**config.mk**
```make
export PLATFORM = sky130hd
export DESIGN_NAME = mips_muldiv
export DESIGN_NICKNAME = d
export VERILOG_FILES = /design/src/rtl/mips_pkg.sv /design/src/rtl/mips_divstep.sv /design/src/rtl/mips_muldiv.sv
export SDC_FILE = /design/constraint.sdc
export NUM_CORES = 1
export LEC_CHECK = 0
export CAP_MARGIN = 20
export CORE_AREA = 5 5 173 175
export DETAILED_ROUTE_END_ITERATION = 10
export DIE_AREA = 0 0 178 180
export MAX_ROUTING_LAYER = met4
export PLACE_DENSITY = 0.8
export RECOVER_POWER = 50
export SLEW_MARGIN = 20
export SYNTH_ARGS = -nofsm -noshare
export SYNTH_HDL_FRONTEND = slang
export SYNTH_SLANG_ARGS = --single-unit
```
**constraint.sdc**
```tcl
create_clock -name clk -period 5.4 [get_ports clk]
set_input_delay 0.54 -clock clk [delete_from_list [all_inputs] [get_ports clk]]
set_output_delay 0.54 -clock clk [all_outputs]
set_load 0.02 [all_outputs]
```
**src/rtl/mips_pkg.sv**
```systemverilog
// Shared definitions for the MIPS multiply/divide unit.
//   op_e    : operation codes carried on the 'op' port of mips_muldiv
//   state_e : sequencer states (IDLE -> RUN -> FIX -> IDLE)
//   op_is_signed / op_is_div : classification helpers for an op code
package mips_pkg;

    typedef enum logic [2:0] {
        OP_MULT  = 3'd0,
        OP_MULTU = 3'd1,
        OP_DIV   = 3'd2,
        OP_DIVU  = 3'd3,
        OP_MTHI  = 3'd4,
        OP_MTLO  = 3'd5
    } op_e;

    typedef enum logic [1:0] {
        ST_IDLE = 2'd0,
        ST_RUN  = 2'd1,
        ST_FIX  = 2'd2
    } state_e;

    function automatic logic op_is_signed(input logic [2:0] op);
        return (op == OP_MULT) || (op == OP_DIV);
    endfunction

    function automatic logic op_is_div(input logic [2:0] op);
        return (op == OP_DIV) || (op == OP_DIVU);
    endfunction

endpackage

```
**src/rtl/mips_divstep.sv**
```systemverilog
// One iteration of unsigned restoring division (purely combinational).
//   rem_in  : partial remainder entering the step
//   quo_in  : dividend bits still to be consumed (MSB first); quotient
//             bits are shifted in at the LSB end as they are produced
//   divisor : unsigned divisor
//   rem_out : partial remainder after the step
//   quo_out : quo_in shifted left by one with the new quotient bit appended
module mips_divstep #(
    parameter int WORD_SIZE = 32
) (
    input  logic [WORD_SIZE-1:0] rem_in,
    input  logic [WORD_SIZE-1:0] quo_in,
    input  logic [WORD_SIZE-1:0] divisor,
    output logic [WORD_SIZE-1:0] rem_out,
    output logic [WORD_SIZE-1:0] quo_out
);

    logic [WORD_SIZE:0]   shifted;
    logic                 fits;
    logic [WORD_SIZE-1:0] diff;

    // Bring the next dividend bit into the remainder. The shifted value is
    // one bit wider; when the divisor fits, the difference is always below
    // the divisor, so only the low WORD_SIZE bits of the subtraction matter.
    assign shifted = {rem_in, quo_in[WORD_SIZE-1]};
    assign fits    = shifted >= {1'b0, divisor};
    assign diff    = shifted[WORD_SIZE-1:0] - divisor;

    assign rem_out = fits ? diff : shifted[WORD_SIZE-1:0];
    assign quo_out = {quo_in[WORD_SIZE-2:0], fits};

endmodule

```
**src/rtl/mips_muldiv.sv**
```systemverilog
// Iterative MIPS HI/LO multiply/divide unit.
// Multiplies by shift-add and divides by restoring subtraction, one bit per
// cycle, on operand magnitudes; signs are reapplied in a final FIX cycle.
//   clk, rst      : clock, asynchronous active-high reset
//   start, op     : request and operation (see mips_pkg::op_e)
//   a, b          : operands (a is also the MTHI/MTLO source)
//   flush         : abort an in-flight operation, HI/LO untouched
//   busy          : operation in flight (WORD_SIZE+1 cycles per mul/div)
//   done, dbz     : result-written pulse, divide-by-zero flag (held)
//   hi, lo        : HI/LO architectural registers
module mips_muldiv
    import mips_pkg::*;
#(
    parameter int WORD_SIZE = 32
) (
    input  logic                 clk,
    input  logic                 rst,
    input  logic                 start,
    input  logic [2:0]           op,
    input  logic [WORD_SIZE-1:0] a,
    input  logic [WORD_SIZE-1:0] b,
    input  logic                 flush,
    output logic                 busy,
    output logic                 done,
    output logic                 dbz,
    output logic [WORD_SIZE-1:0] hi,
    output logic [WORD_SIZE-1:0] lo
);

    localparam int CNT_W = $clog2(WORD_SIZE);
    localparam logic [CNT_W-1:0] LAST_STEP = CNT_W'(WORD_SIZE - 1);

    state_e               state_q, state_d;
    logic [CNT_W-1:0]     cnt_q, cnt_d;
    logic [WORD_SIZE-1:0] acc_hi_q, acc_hi_d;
    logic [WORD_SIZE-1:0] acc_lo_q, acc_lo_d;
    logic [WORD_SIZE-1:0] opnd_q, opnd_d;
    logic                 is_div_q, is_div_d;
    logic                 a_neg_q, a_neg_d;
    logic                 b_neg_q, b_neg_d;
    logic [WORD_SIZE-1:0] hi_q, hi_d;
    logic [WORD_SIZE-1:0] lo_q, lo_d;
    logic                 done_q, done_d;
    logic                 dbz_q, dbz_d;

    logic                 start_signed, start_div;
    logic                 a_neg_in, b_neg_in;
    logic [WORD_SIZE-1:0] a_mag, b_mag;
    logic [WORD_SIZE-1:0] mul_addend;
    logic [WORD_SIZE:0]   mul_sum;
    logic [WORD_SIZE-1:0] div_rem, div_quo;
    logic [2*WORD_SIZE-1:0] prod, prod_fix;
    logic [WORD_SIZE-1:0] quo_fix, rem_fix;
    logic                 div_zero;

    // Operand magnitudes. The most-negative value maps onto itself, which
    // read as unsigned is exactly its magnitude.
    assign start_signed = op_is_signed(op);
    assign start_div    = op_is_div(op);
    assign a_neg_in     = start_signed & a[WORD_SIZE-1];
    assign b_neg_in     = start_signed & b[WORD_SIZE-1];
    assign a_mag        = a_neg_in ? -a : a;
    assign b_mag        = b_neg_in ? -b : b;

    // Multiply keeps the multiplier in acc_lo; each step adds the
    // multiplicand into acc_hi when the multiplier LSB is set and shifts
    // the whole {carry, acc_hi, acc_lo} pair right.
    assign mul_addend = acc_lo_q[0] ? opnd_q : '0;
    assign mul_sum    = {1'b0, acc_hi_q} + {1'b0, mul_addend};

    // Divide keeps the remainder in acc_hi and dividend/quotient in acc_lo.
    mips_divstep #(.WORD_SIZE(WORD_SIZE)) u_divstep (
        .rem_in  (acc_hi_q),
        .quo_in  (acc_lo_q),
        .divisor (opnd_q),
        .rem_out (div_rem),
        .quo_out (div_quo)
    );

    // A zero divisor makes every step "fit", so the remainder ends up as
    // |a|; restoring the dividend sign then yields hi = a with no special
    // case, and only lo needs forcing to all ones.
    assign prod     = {acc_hi_q, acc_lo_q};
    assign prod_fix = (a_neg_q ^ b_neg_q) ? -prod : prod;
    assign quo_fix  = (a_neg_q ^ b_neg_q) ? -acc_lo_q : acc_lo_q;
    assign rem_fix  = a_neg_q ? -acc_hi_q : acc_hi_q;
    assign div_zero = (opnd_q == '0);

    always_comb begin
        state_d  = state_q;
        cnt_d    = cnt_q;
        acc_hi_d = acc_hi_q;
        acc_lo_d = acc_lo_q;
        opnd_d   = opnd_q;
        is_div_d = is_div_q;
        a_neg_d  = a_neg_q;
        b_neg_d  = b_neg_q;
        hi_d     = hi_q;
        lo_d     = lo_q;
        done_d   = 1'b0;
        dbz_d    = dbz_q;

        case (state_q)
            ST_IDLE: begin
                // Flush wins over a simultaneous start.
                if (start && !flush) begin
                    case (op)
                        OP_MTHI: hi_d = a;
                        OP_MTLO: lo_d = a;
                        OP_MULT, OP_MULTU, OP_DIV, OP_DIVU: begin
                            is_div_d = start_div;
                            a_neg_d  = a_neg_in;
                            b_neg_d  = b_neg_in;
                            acc_hi_d = '0;
                            acc_lo_d = start_div ? a_mag : b_mag;
                            opnd_d   = start_div ? b_mag : a_mag;
                            cnt_d    = '0;
                            state_d  = ST_RUN;
                        end
                        default: ;
                    endcase
                end
            end
            ST_RUN: begin
                if (flush) begin
                    state_d = ST_IDLE;
                end else begin
                    if (is_div_q) begin
                        acc_hi_d = div_rem;
                        acc_lo_d = div_quo;
                    end else begin
                        acc_hi_d = mul_sum[WORD_SIZE:1];
                        acc_lo_d = {mul_sum[0], acc_lo_q[WORD_SIZE-1:1]};
                    end
                    cnt_d = cnt_q + CNT_W'(1);
                    if (cnt_q == LAST_STEP) begin
                        state_d = ST_FIX;
                    end
                end
            end
            ST_FIX: begin
                if (flush) begin
                    state_d = ST_IDLE;
                end else begin
                    if (is_div_q) begin
                        lo_d  = div_zero ? '1 : quo_fix;
                        hi_d  = rem_fix;
                        dbz_d = div_zero;
                    end else begin
                        hi_d  = prod_fix[2*WORD_SIZE-1:WORD_SIZE];
                        lo_d  = prod_fix[WORD_SIZE-1:0];
                        dbz_d = 1'b0;
                    end
                    done_d  = 1'b1;
                    state_d = ST_IDLE;
                end
            end
            default: state_d = ST_IDLE;
        endcase
    end

    always_ff @(posedge clk or posedge rst) begin
        if (rst) begin
            state_q  <= ST_IDLE;
            cnt_q    <= '0;
            acc_hi_q <= '0;
            acc_lo_q <= '0;
            opnd_q   <= '0;
            is_div_q <= 1'b0;
            a_neg_q  <= 1'b0;
            b_neg_q  <= 1'b0;
            hi_q     <= '0;
            lo_q     <= '0;
            done_q   <= 1'b0;
            dbz_q    <= 1'b0;
        end else begin
            state_q  <= state_d;
            cnt_q    <= cnt_d;
            acc_hi_q <= acc_hi_d;
            acc_lo_q <= acc_lo_d;
            opnd_q   <= opnd_d;
            is_div_q <= is_div_d;
            a_neg_q  <= a_neg_d;
            b_neg_q  <= b_neg_d;
            hi_q     <= hi_d;
            lo_q     <= lo_d;
            done_q   <= done_d;
            dbz_q    <= dbz_d;
        end
    end

    assign busy = (state_q != ST_IDLE);
    assign done = done_q;
    assign dbz  = dbz_q;
    assign hi   = hi_q;
    assign lo   = lo_q;

endmodule

```
### Word-level counts from Yosys, hierarchy flattened

Cells that the tools add are included.

| storage, ports and cells | value |
|---|---|
| bits in registers | 172 |
| output and inout port bits | 67 |

| cells by class | value |
|---|---|
| order comparisons | 1 |
| reductions and logical operators | 17 |
| mux-type cells | 42 |
| bitwise operators | 4 |
| $add $sub $neg | 8 |
| eq/ne operators | 15 |

Operators by type and width:

| operator | number |
|---|---|
| two-way mux 32 bit | 25 |
| one-hot mux 32 bit (2 select lines) | 4 |
| negator 32 bit | 4 |
| two-way mux 64 bit | 1 |
| negator 64 bit | 1 |
| adder 32 x 32 -> 33 bit | 1 |
| >= comparator 33 x 32 -> 1 bit | 1 |
| zero test 32 bit | 1 |
| subtractor 32 bit | 1 |
| two-way mux 5 bit | 3 |
| AND reduction 4 bit | 3 |
| one-hot mux 5 bit (2 select lines) | 1 |
| two-way mux 2 bit | 4 |
| equality test 3 x 2 -> 1 bit (second input constant) | 2 |
| equality test 3 bit (second input constant) | 2 |
| != test 2 x 1 -> 1 bit (second input constant) | 3 |
| != test 2 bit (second input constant) | 3 |
| AND reduction 3 bit | 2 |
| nonzero test 2 bit | 3 |
| adder 5 x 1 -> 5 bit (second input constant) | 1 |
| equality test 5 bit (second input constant) | 1 |
| one-hot mux 2 bit (2 select lines) | 1 |
| OR reduction 4 bit | 1 |
| equality test 3 x 1 -> 1 bit (second input constant) | 1 |
| 13 further kinds | 17 |

### Depth between registers and ports, before layout

| depth | value |
|---|---|
| depth in word-level cells | 8 |
| depth in mapped cells | 15 |
| mapped depth without buffers | 14 |

### Cells and area by module

From an unflattened synthesis, not the netlist that was laid out.

| unflattened totals | value |
|---|---|
| cell total of the unflattened synthesis | 2050 |
| area, all modules | 15825.2 sq um |

Modules (own cells, without submodules):

| module | instances | area an instance (sq um) | sequential area each (sq um) | cells each |
|---|---|---|---|---|
| mips_muldiv | 1 | 13254.0 | 4304.1 | 1695 |
| mips_divstep | 1 | 2571.2 | 0.0 | 355 |

### Least setup slack after synthesis

OpenSTA, ideal clock, no wires.

| path | value |
|---|---|
| kind | register to register |
| start point | reg acc_lo_q[0] |
| end point | reg acc_hi_q[31] |
| data required time | 5278 ps |
| slack | 1880 ps |
| cell stages (with the launch flop) | 15 |
| arrival | 3398 ps |
| path buffers | 1 |
| cells stage by stage | dfrtp_1 -> inv_1 -> clkbuf_1 -> nor2_1 -> ha_1 -> and3_1 -> a221o_1 -> a21o_1 -> a21o_1 -> a211oi_2 -> o21ai_1 -> a31oi_1 -> o21ai_0 -> a211o_1 -> a32o_1 |

| on the way | value |
|---|---|
| cells in the longest elaborated chain, start to end | 5 |

Ends and longest elaborated chain:

| what | RTL line | RTL |
|---|---|---|
| start, declared | mips_muldiv.sv:36 | `logic [WORD_SIZE-1:0] acc_lo_q, acc_lo_d;` |
| start signal, assigned | mips_muldiv.sv:180 | `acc_lo_q <= acc_lo_d;` |
| two-way mux 32 bit | mips_muldiv.sv:68 | `assign mul_addend = acc_lo_q[0] ? opnd_q : '0;` |
| adder 32 x 32 -> 33 bit | mips_muldiv.sv:69 | `assign mul_sum = {1'b0, acc_hi_q} + {1'b0, mul_addend};` |
| two-way mux 32 bit | mips_muldiv.sv:128 | `if (is_div_q) begin` |
| two-way mux 32 bit | mips_muldiv.sv:125 | `if (flush) begin` |
| one-hot mux 32 bit (2 select lines) | mips_muldiv.sv:103 | `case (state_q)` |
| end signal, assigned | mips_muldiv.sv:179 | `acc_hi_q <= acc_hi_d;` |
| end, declared | mips_muldiv.sv:35 | `logic [WORD_SIZE-1:0] acc_hi_q, acc_hi_d;` |

Every way passes these cells. The select of a mux whose other input is x is not followed.
A chain may end at the register's enable or synchronous reset.

### Final worst setup path

Ends and elaborated chain as after synthesis.

==> impl_results.md <==
- Status: finished with violations
- Failing checks: max-capacitance violations, max-slew violations
- Crit end category: flop
- P&R area growth vs syn: 14.9%
- Crit Path Category: flop to flop
- Critical Path RT: 5.74 ns
- Seq pwr share: approximately 28%
- H-tree depth: 4
- Maximum buffer depth of the clock tree: 2
- Syn Nets: 2072
- Sw Ratio: a little under half
- Sum Neg Setup Slack: 0 ns
- Max incr delay on CP: 0.45 ns
- Clock transition at path regs: 0.07 ns
- Total power: approximately 0.0082 W
- Cell Area, Placed: between 15000 and 20000 µm²
- # rows: 62
- Synthesized instance count: between 1500 and 2000
- CTS Buf Count: 17
- Leakage Power: ~7.5 nW
- Syn_area_per_cell: ~7.8 µm²
- Antenna Nets Post-Route: 0
- Io pins: approximately 140
- Hold Path Stages: 2
- Final setup vio count: 0
- Mapped Area: approximately 15000 µm²
- Crit-path cells: inv_1, buf_4, nor2_1, ha_1, and3_1, a221o_1, a21o_1, a21o_1, a211oi_2, o21ai_1, a31oi_1, o21ai_0, a211o_1, a32o_1
- Drc violations: 0
- Commonest non-fill, non-tap cell in the layout: nand2_1
- Pre-CTS setup slack: 1.08 ns
- GP Congestion: approximately 1
- CTS Hold Bufs: 0
- IO Port Bufs: roughly 140
- Overall Global Routing Usage: between 30% and 40%
- Reg2reg path depth: 14
- Reg-to-reg slack, setup: ~1.1 ns
- Hold wc startpoint: hi[6]
- Core Region: between 20000 and 30000 µm²
- VDD IR max: roughly 220 µV
- Fin area: ~17000 µm²
- Pint: 0.00425 W
- P_sw: ~0.004 W
- Max-cap viol count: 3
- Headroom to the max-slew limit: -52.5%
- Worst Setup Start Kind: flop
- CP arrival: between 4 and 5 ns
- Clock root buffer: clkbuf_16
- Hold Path Sink: hi[6]
- Post-DP HPWL: 41200 µm
- Slew Limit Fails: roughly 210
- Grt total ovfl: 0
- CTS tree: yes
- Die Area: 32000 µm²
- Slowest cell on crit path: dfrtp_1
- # clock sinks: approximately 170
- RSZ-0062 raised after global routing: false
- Final hold violations: 0
- Clock network power share: roughly 16%
- Die Wd: between 150 and 200 µm
- Global-route wire length before repair: a little over 80000 µm
- Post-synth EDFFs: 0
- Starting DRT DRC Count: roughly 2000
- Antenna violations before repair: 0
- Post-synth top flop: dfrtp_1
- Overall die height: between 150 and 200 µm
- Actual slew at the worst max-slew pin: roughly 2.3 ns
- Layout Nets: ~2100
- Worst min path class: flop to flop
- Reg2Reg Launch Point: acc_lo_q[0]
- Most frequent cells in the layout: nand2_1, nor2_1, a21oi_1
- # diodes: 0
- Post-synthesis register bit count: ~170
- Vias: roughly 15000
- Gate power share: between 50% and 60%
- DR pass1 iterations: 7
- Setup Fix Bufs, Post-CTS: 0
- FMAX: approximately 230 MHz
- DR WL/cell: between 20 and 25 µm
- Period utilization: between 80% and 90%
- Final wirelength: 54000 µm
- Seq/Total Area, Yosys: about 29%
- Synth async-reset ratio: 100%
- FF-to-FF End: acc_hi_q[31]
- YS warnings: 0
- Pwr/cell area: approximately 470 nW/µm²
- Post-layout util: 60.9%
- Clock Skews: 0.0188 ns
- CP most frequent cell: a21o_1
- Minimum clock period: 4.33 ns
- Mean number of vias per cell: between 6 and 7
- Initial Util: ~53%
- Worst-path maximum fanout: 22
- Worst-Skew Late Latency: 0.45 ns
- Vias in the first global route: between 10000 and 15000
- Synth unique cells: 82
- Setup ws final: 1.07 ns
- Ratio of cells with drive above 1 in the final layout: about 5.3%
- CTS resizes: 0
- Largest net degree at the start of global routing: ~130
## layer usage
layer,GRT usage [%],vias to the layer above,part of all wire [%]
li1,-,7072,-
met1,44.7,7197,41
met2,48.7,836,43
met3,6.47,175,9.8
met4,17.1,0,5.7
met5,-,-,0
## stage by stage
stage          hold slack (ns)  std cells
4_1_cts                  0.482       2389
5_1_grt                  0.497       2390
2_1_floorplan            0.466       1929
3_3_place_gp             0.462       2357
3_5_place_dp             0.466       2357
6_report                 0.470       2390
## worst max-delay path by stage
stage | startpoint | end | slack, ns | cells past startpoint
finish | acc_lo_q[0] | acc_hi_q[31] | 1.07 | 14
global route | rst | is_div_q | 0.64 | 3
CTS | acc_lo_q[0] | acc_hi_q[31] | 1.08 | 14
detailed placement | acc_lo_q[0] | acc_hi_q[31] | 1.08 | 14
global placement | acc_lo_q[0] | acc_hi_q[31] | 1.25 | 14
floorplan | rst | a_neg_q | 0.20 | 1
## sequential cells by signal, indices dropped and copies added (netlist names), 2 cells and up
register  count
acc_lo_q     32
cnt_q         5
acc_hi_q     32
lo           32
opnd_q       32
state_q       2
hi           32
## final cells by class
type                    instances  area (µm²)
multi-input cells            1578       10000
clock inverters                14         180
clock buffers                  18         429
inverters                      60         226
repair buffers                164        1600
fillers                      2496       11100
well taps                     384         480
flip-flops and latches        172        4310
## synth_stat cells (25+ instances only)
library cell	instances	area share, %
nand2_1	219	5.5
nor2_1	197	4.9
a21oi_1	188	6.3
o21ai_0	184	6.1
dfrtp_1	172	29
clkbuf_1	95	2.4
xnor2_1	93	5.4
xor2_1	83	4.8
ha_1	70	5.8
inv_1	60	1.5
a21o_1	45	2.3
mux2i_1	41	2.7
nand3_1	38	1.3
a211oi_1	36	1.8
nor3_1	35	1.2
o22ai_1	30	1.3
o31ai_1	25	1.3
## critical path: cells and delay by family, from the launching register on
kind,cells,cell delay (ns)
AOI/OAI and AO/OA,9,2.34
buffers and inverters,2,0.75
and+or+nand+nor,2,0.32
adders and majority gates,1,0.35
DFF,1,0.45
## cell families (layout without fill, tap and decap cells)
family,count (synthesis),after routing,synth area share [%]
AOI/OAI and AO/OA,645,645,26.6
and+or+nand+nor,632,632,19.7
buffers and inverters,179,256,5.00
xor gates and xnor gates,176,176,10.3
DFF,172,172,28.7
adders and majority gates,72,72,6.11
muxes,53,53,3.64
## power groups by stage
stage               sequential [W]  clock (W)  combinational (W)
finish                     0.00227    0.00131            0.00457
global route               0.00231    0.00137            0.00499
CTS                        0.00224    0.00131            0.00453
detailed placement         0.00226          0            0.00450
global placement           0.00225          0            0.00443
floorplan                  0.00210          0            0.00326
Note: power is estimated with default switching activity, not from simulation.
